==> src/rtl/config_chain_loader.sv <==
// Serialises configuration words LSB-first into a tile configuration shift chain.
// Optional CRC-16-CCITT check of the shifted stream is enabled by defining CONFIG_LOADER_CRC_EN.
module config_chain_loader #(
    parameter int unsigned WORD_WIDTH   = 32,
    parameter int unsigned CHAIN_LENGTH = 1152
) (
    input  logic                  config_clock,
    input  logic                  config_reset,
    input  logic                  start,
    input  logic [WORD_WIDTH-1:0] word_data,
    input  logic                  word_valid,
    output logic                  word_ready,
    output logic                  chain_data,
    output logic                  config_enable,
    output logic                  busy,
    output logic                  done,
    output logic                  error
);

    localparam int unsigned CntW = $clog2(CHAIN_LENGTH + 1);
    localparam int unsigned IdxW = (WORD_WIDTH > 1) ? $clog2(WORD_WIDTH) : 1;

    typedef enum logic [2:0] {
        StIdle,
        StFetch,
        StShift,
        StCheck,
        StDone
    } state_e;

    state_e                state_q, state_d;
    logic [WORD_WIDTH-1:0] shreg_q, shreg_d;
    logic [CntW-1:0]       bit_cnt_q, bit_cnt_d;
    logic [IdxW-1:0]       bit_idx_q, bit_idx_d;
    logic                  chain_data_q, chain_data_d;
    logic                  error_q, error_d;
    logic                  word_ready_q;
    logic                  config_enable_q;
    logic                  busy_q;
    logic                  done_q;
    logic                  ready_d;

`ifdef CONFIG_LOADER_CRC_EN
    logic [15:0] crc_q, crc_d;
    logic        crc_fb;
`endif

    always_comb begin
        state_d      = state_q;
        shreg_d      = shreg_q;
        bit_cnt_d    = bit_cnt_q;
        bit_idx_d    = bit_idx_q;
        chain_data_d = 1'b0;
        error_d      = error_q;
`ifdef CONFIG_LOADER_CRC_EN
        crc_d        = crc_q;
        crc_fb       = crc_q[15] ^ chain_data_q;
`endif
        unique case (state_q)
            StIdle: begin
                if (start) begin
                    state_d   = StFetch;
                    bit_cnt_d = '0;
                    bit_idx_d = '0;
                    error_d   = 1'b0;
`ifdef CONFIG_LOADER_CRC_EN
                    crc_d     = 16'hFFFF;
`endif
                end
            end
            StFetch: begin
                if (word_valid && word_ready_q) begin
                    state_d      = StShift;
                    chain_data_d = word_data[0];
                    shreg_d      = word_data >> 1;
                    bit_idx_d    = '0;
                end
            end
            StShift: begin
`ifdef CONFIG_LOADER_CRC_EN
                crc_d = {crc_q[14:0], 1'b0} ^ (crc_fb ? 16'h1021 : 16'h0000);
`endif
                bit_cnt_d = bit_cnt_q + CntW'(1);
                // Chain full takes priority: remaining upper bits of the word are dropped.
                if (bit_cnt_d == CntW'(CHAIN_LENGTH)) begin
                    state_d = StCheck;
                end else if (bit_idx_q == IdxW'(WORD_WIDTH - 1)) begin
                    state_d = StFetch;
                end else begin
                    bit_idx_d    = bit_idx_q + IdxW'(1);
                    chain_data_d = shreg_q[0];
                    shreg_d      = shreg_q >> 1;
                end
            end
            StCheck: begin
`ifdef CONFIG_LOADER_CRC_EN
                if (word_valid && word_ready_q) begin
                    error_d = (word_data[15:0] != crc_q);
                    state_d = StDone;
                end
`else
                state_d = StDone;
`endif
            end
            StDone: begin
                state_d = StIdle;
            end
            default: begin
                state_d = StIdle;
            end
        endcase
    end

`ifdef CONFIG_LOADER_CRC_EN
    assign ready_d = (state_d == StFetch) || (state_d == StCheck);
`else
    assign ready_d = (state_d == StFetch);
`endif

    // Outputs are registered from the next state so they line up with state_q.
    always_ff @(posedge config_clock) begin
        if (config_reset) begin
            state_q         <= StIdle;
            shreg_q         <= '0;
            bit_cnt_q       <= '0;
            bit_idx_q       <= '0;
            chain_data_q    <= 1'b0;
            error_q         <= 1'b0;
            word_ready_q    <= 1'b0;
            config_enable_q <= 1'b0;
            busy_q          <= 1'b0;
            done_q          <= 1'b0;
`ifdef CONFIG_LOADER_CRC_EN
            crc_q           <= 16'hFFFF;
`endif
        end else begin
            state_q         <= state_d;
            shreg_q         <= shreg_d;
            bit_cnt_q       <= bit_cnt_d;
            bit_idx_q       <= bit_idx_d;
            chain_data_q    <= chain_data_d;
            error_q         <= error_d;
            word_ready_q    <= ready_d;
            config_enable_q <= (state_d == StShift);
            busy_q          <= (state_d != StIdle);
            done_q          <= (state_d == StDone);
`ifdef CONFIG_LOADER_CRC_EN
            crc_q           <= crc_d;
`endif
        end
    end

    assign word_ready    = word_ready_q;
    assign chain_data    = chain_data_q;
    assign config_enable = config_enable_q;
    assign busy          = busy_q;
    assign done          = done_q;
    assign error         = error_q;

endmodule

==> config.mk <==
export PLATFORM = sky130hd
export DESIGN_NAME = config_chain_loader
export DESIGN_NICKNAME = d
export VERILOG_FILES = /design/src/rtl/config_chain_loader.sv
export SDC_FILE = /design/constraint.sdc
export NUM_CORES = 1
export LEC_CHECK = 0
export BUFFER_PORTS_ARGS = -buffer_cell sky130_fd_sc_hd__buf_4
export CAP_MARGIN = 20
export CORE_MARGIN = 1.5
export CORE_UTILIZATION = 50
export CTS_CLUSTER_DIAMETER = 80
export DETAILED_ROUTE_END_ITERATION = 10
export MAX_ROUTING_LAYER = met4
export PLACE_DENSITY = 0.74
export SETUP_SLACK_MARGIN = 0.1
export SLEW_MARGIN = 20
export SYNTH_ARGS = -nofsm -noshare
export SYNTH_HDL_FRONTEND = slang
export SYNTH_SLANG_ARGS = --single-unit
export TNS_END_PERCENT = 1
==> constraint.sdc <==
create_clock -name config_clock -period 2.2 [get_ports config_clock]
set_input_delay 0.22 -clock config_clock [delete_from_list [all_inputs] [get_ports config_clock]]
set_output_delay 0.22 -clock config_clock [all_outputs]
set_load 0.01 [all_outputs]
After elaboration in Yosys (flattened, before gate mapping)
Index checks and enable logic that the tools add are counted.
Storage, ports and cells
  output and inout port bits: 6
  bits in registers: 56
  input bits: 36
  word-level logic and storage cells: 52
Operators by class
  $add $sub $neg: 2
  reduce and logical (&&, ||, !) cells: 9
  equality and inequality tests: 12
  multiplexer cells: 20
Operators with widths (count)
  $mux W32: 3
  $pmux W32 S2: 1
  $pmux W11 S2: 1
  $mux W5: 4
  $pmux W5 S3: 1
  $mux W3: 4
  $pmux W3 S4: 1
  $add A11 B1 Y11 const B: 1
  $eq A11 B11 Y1 const B: 1
  $mux W11: 1
  $eq A3 B2 Y1 const B: 3
  $ne A2 B2 Y1 const B: 4
  $eq A3 B1 Y1 const B: 2
  $reduce_bool A3 Y1: 2
  $add A5 B1 Y5 const B: 1
  $eq A5 B5 Y1 const B: 1
  $reduce_and A5 Y1: 1
  $reduce_and A4 Y1: 1
  $reduce_bool A2 Y1: 2
  $eq A3 B3 Y1 const B: 1
  $logic_not A3 Y1: 1
  $mux W1: 3
  $pmux W1 S2: 1
  $reduce_and A2 Y1: 1
  $logic_and A1 B1 Y1: 1

Depth between registers and ports, before layout
  depth after elaboration: 5
  gate-level depth with buffers: 10
  gate-level depth less buffers: 9

Least setup slack after synthesis
OpenSTA, ideal clock, no wires.
  path type: register to register
  start point: register bit_idx_q[0]
  end point: register shreg_q[4]
  data required time: 2141 ps
  arrival: 2026 ps
  library setup time: 59 ps
  cell stages (with the launch flop): 10
  path buffers: 1
  slack: 115 ps
  period minus slack after synthesis: 2085 ps
  path through: dfxtp_1 > ha_1 > and3_1 > ha_1 > nand2b_1 > nor2_1 > o21bai_1 > clkbuf_1 > or4_1 > nand2_1
Between the ends
  longest elaborated chain between the ends: 3
Ends and longest elaborated chain
  from (decl): RTL line 34  | logic [IdxW-1:0] bit_idx_q, bit_idx_d;
  from (signal assigned): RTL line 140  | bit_idx_q <= bit_idx_d;
  $eq A5 B5 Y1: RTL line 87  | end else if (bit_idx_q == IdxW'(WORD_WIDTH - 1)) begin
  $ne A2 B2 Y1 (no source line)
  $reduce_and A4 Y1 (no source line)
  to (signal assigned): RTL line 138  | shreg_q <= shreg_d;
  to (decl): RTL line 32  | logic [WORD_WIDTH-1:0] shreg_q, shreg_d;
No other way between the ends.
A chain may end at the register's enable or synchronous reset.

Worst setup path after layout
  start point: register bit_idx_q[0]
  end point: register bit_idx_q[0]
Between the ends
  longest elaborated chain between the ends: 4
  elaborated cells on any way between the ends: 7
  those cells by class: add/sub (1); eq/ne (2); mux (3); reduce/logical (1)
Ends and longest elaborated chain
  $add A5 B1 Y5: RTL line 90  | bit_idx_d = bit_idx_q + IdxW'(1);
  $mux W5: RTL line 87
  $mux W5: RTL line 85  | if (bit_cnt_d == CntW'(CHAIN_LENGTH)) begin
  $pmux W5 S3: RTL line 59  | unique case (state_q)
Parallel ways exist; a longest one is shown, timed or not. The select of a mux whose other input is x is not followed.

==> run_results.csv <==
group,metric,value,unit
worst_setup_path,path_class,"flop to flop",
clock_tree,cts-root-buf,"clkbuf_8",
cells_and_area,multi_input_area,1980,µm²
worst_hold_path,worstHoldStart,"word_data[0]",
yosys,synth_edf_count,0,
clock_tree,clock_sinks,55,
routing,ant_nets,0,
worst_setup_path,rrSetupSlack,0.04,ns
global_route,antenna_found_initial,0,
yosys,ys_ff_latch,55,
placed_design,placed_area,3490,µm²
yosys,syn_inst,380,
yosys,yosysWarningCount,0,
global_route,grt_pass1_wl,12600,µm
power_and_ir_drop,seq_power_share,47.2,%
power_and_ir_drop,power.internal,1.67,mW
cells_and_area,synthToLayoutAreaGrowth,31.2,%
routing,first_pass_iters,6,
worst_setup_path,critPathSlowestCell,"dfxtp_4",
floorplan,die_height,82.2,µm
floorplan,dieArea,6750,µm²
worst_hold_path,hold_depth,3,
power_and_ir_drop,p_switching,0.610,mW
worst_setup_path,r2r_end,"bit_idx_q[0]$_SDFFE_PP0P_",
yosys,synthArstFlopShare,0,%
power_and_ir_drop,clockPowerShare,31.3,%
placed_design,hpwlAfterDp,4250,µm
global_route,grt.overflow.total,0,
power_and_ir_drop,ir_drop,0.000395,V
routing,dr_total_vias,2947,
flow_run,drv_cap,0,
sta,fin_crit,2.16,ns
power_and_ir_drop,switching_share,26.7,%
status,outcome,"finished clean",
worst_setup_path,rr_worst_depth,9,
clock_tree,clk_pin_slew,0.10,ns
sta,maxSlewHeadroom,50.5,%
placed_design,gp_routability_congestion,0.845,
routing,drt_wl_total,8480,µm
worst_setup_path,critPathLaunchType,"flop",
clock_tree,clkLatencyLatePin,0.31,ns
sta,setup_violations,0,
worst_setup_path,crit_required,2.41,ns
sta,fmax,463,MHz
routing,drt-vias-per-instance,5.88,
yosys,synth.area.top_cells,"dfxtp_1 35%, mux2i_1 9.6%, or4_1 7.2%, nor2b_1 6.2%, nand2_1 6.1%",
clock_tree,cts_tree,"yes",
clock_tree,ctsHtreeMaxLevel,2,
worst_setup_path,crit_family,"simple AND/OR/NAND/NOR gates",
clock_tree,ctsLongestPathBuffers,2,
global_route,gr-usage-all-layers,24.7,%
cells_and_area,diodes,0,
sta,hold_violations,0,
cells_and_area,final_util,68.6,%
floorplan,ios,42,
yosys,syn_nets,420,
floorplan,rows,28,
global_route,grt_pass1_vias,2663,
worst_setup_path,crit_arrival,2.37,ns
yosys,ys.flop_type,"dfxtp_1",
worst_setup_path,cp_num_buf_inv,0,
floorplan,core-area,5990,µm²
placed_design,port_buffers,40,
floorplan,fp.dieW,82.2,µm
yosys,synth_top_area_share,35.1,%
worst_hold_path,worstHoldPathType,"input port to flop",
routing,dr.first_iter.drc_count,245,
worst_setup_path,cp-end-kind,"flop",
cells_and_area,fillers,455,
yosys,synth_top_area_cell,"dfxtp_1",
sta,timing.final.crit_share,98.1,%
yosys,syn_area,3130,µm²
cells_and_area,seq_area,1110,µm²
power_and_ir_drop,combinationalPowerShare,21.5,%
yosys,ys_types,49,
power_and_ir_drop,p_per_area,554,nW/µm²
sta,rsz0062_at_grt,"true",
power_and_ir_drop,p_leak,1.88,nW
worst_setup_path,path_cells,"ha_4 > and3_4 > ha_4 > nand2b_4 > a21oi_1 > o21bai_1 > nor2_1 > nand3b_1 > a21oi_1",
routing,drcViolationCount,0,
cells_and_area,final_common_cell,"buf_4",
cells_and_area,final_area,4110,µm²
worst_hold_path,min_to,"chain_data$_SDFF_PP0_",
yosys,syn_avg_cell_area,8.24,µm²
worst_setup_path,worst_path_largest_cell_delay,0.38,ns
global_route,grt_max_degree,83,
clock_tree,cts_inserted_buffers,5,
sta,drv_slew,0,
cells_and_area,layout_common_cells,"57 x buf_4, 48 x dfxtp_1, 46 x nand2_1, 31 x nor2b_1, 30 x mux2i_1",
worst_setup_path,r2r_start,"bit_idx_q[0]$_SDFFE_PP0P_",
routing,avgRoutedWirePerCell,16.9,µm
sta,fin_skew,0.00335,ns
worst_setup_path,crit_fanout,5,
clock_tree,ctsHoldBuffers,0,
sta,worst_pin_slew,0.743,ns
cells_and_area,drive_gt1_share,29.3,%
yosys,synth_seq_area_share,35.1,%
cells_and_area,fin_nets,465,
floorplan,initial_core_util,52.3,%
==> worst register-to-register path: cells and delay by family, from the launching register on <==
| kind | cells | cell delay (ns) |
|---|---|---|
| flip-flops | 1 | 0.38 |
| AO/OA/AOI/OAI | 3 | 0.52 |
| AND/OR/NAND/NOR | 4 | 0.87 |
| adder cells (fa/ha/maj) | 2 | 0.31 |
==> metal layers <==
metal	wire [µm]	share of wire [%]	vias up	global-route usage [%]
met4	130	1.5	0	5.42
met3	380	4.5	10	4.29
met1	3730	44	1408	32.3
met2	4240	50	83	40.0
li1	-	-	1446	-
met5	0	0	-	-
==> cell usage after synthesis (2+ instances only) <==
cell	number
o21bai_1	2
or3_1	3
nor4_2	2
nand4b_1	5
dfxtp_1	55
buf_2	10
a21oi_1	16
nor3b_1	3
nand3_1	4
and3_1	2
buf_4	4
buf_6	6
a31oi_1	2
mux2i_1	30
or4_1	30
nor3_1	8
o21ai_0	29
nand2_1	51
ha_1	4
a21o_1	2
buf_1	2
nand4_1	3
nand3b_1	4
o21ai_1	11
nor2b_1	31
clkbuf_1	16
a311oi_1	2
nor4_1	3
nor2_1	16
nand2b_1	5
==> worst max-delay path by stage <==
stage	from	to	slack, ns	cells past startpoint
2_1_floorplan	bit_idx_q[0]$_SDFFE_PP0P_	shreg_q[4]$_SDFFE_PP0P_	0.12	9
3_3_place_gp	bit_idx_q[0]$_SDFFE_PP0P_	shreg_q[10]$_SDFFE_PP0P_	0.09	9
3_5_place_dp	bit_idx_q[0]$_SDFFE_PP0P_	shreg_q[25]$_SDFFE_PP0P_	-0.02	9
4_1_cts	bit_cnt_q[1]$_SDFFE_PP0P_	shreg_q[1]$_SDFFE_PP0P_	0.05	8
5_1_grt	bit_idx_q[0]$_SDFFE_PP0P_	bit_idx_q[0]$_SDFFE_PP0P_	-0.07	9
6_report	bit_idx_q[0]$_SDFFE_PP0P_	bit_idx_q[0]$_SDFFE_PP0P_	0.04	9
==> area by class of cell <==
| type | count | share of cell area, % |
|---|---|---|
| Inverter | 1 | 0.0913 |
| Sequential cell | 55 | 27.1 |
| Timing Repair Buffer | 76 | 19.6 |
| Tap cell | 75 | 2.28 |
| Multi-Input combinational cell | 286 | 48.1 |
| Clock buffer | 6 | 2.01 |
| Clock inverter | 2 | 0.852 |
==> power groups by stage <==
stage / Clock [mW] / Sequential (mW) / Combinational [mW]
after global placement: 0 / 1.09 / 0.361
after floorplan: 0 / 1.09 / 0.236
final: 0.714 / 1.07 / 0.490
after detailed placement: 0 / 1.09 / 0.370
after global routing: 0.759 / 1.08 / 0.531
after CTS: 0.721 / 1.07 / 0.469
==> metrics by stage <==
stage	setup slack [ns]	hold slack (ns)	total power [mW]	setup TNS, ns	cells
finish	0.0411	0.181	2.28	0	501
global route	-0.0670	0.185	2.37	-0.116	501
global placement	0.0863	0.464	1.45	0	473
CTS	0.0548	0.185	2.26	0	489
floorplan	0.115	0.356	1.32	0	380
detailed placement	-0.0190	0.473	1.46	-0.0190	473
==> logic make-up after synthesis <==
logic type      Yosys count  share of synthesized area (%)
fa+ha+maj                 4                           1.60
mux                      30                           9.58
buf+inv                  39                           6.99
flops                    55                           35.1
compound gates           72                           13.2
xor+xnor                  2                          0.559
simple gates            177                           32.8
other cells               1                          0.120
==> registers in the layout, summed over array words and instances, names as in the netlist <==
name,count
done,1
chain_data,1
word_ready,1
bit_idx_q,5
state_q,3
config_enable,1
bit_cnt_q,11
shreg_q,31
busy,1
==> what timing repair did <==
action	CTS	global route
resized for setup	13	35
buffers inserted	4	7
cloned	4	5
pin swaps	15	21
endpoints found under the setup margin	34	40
Power figures use the tool's default switching activity.
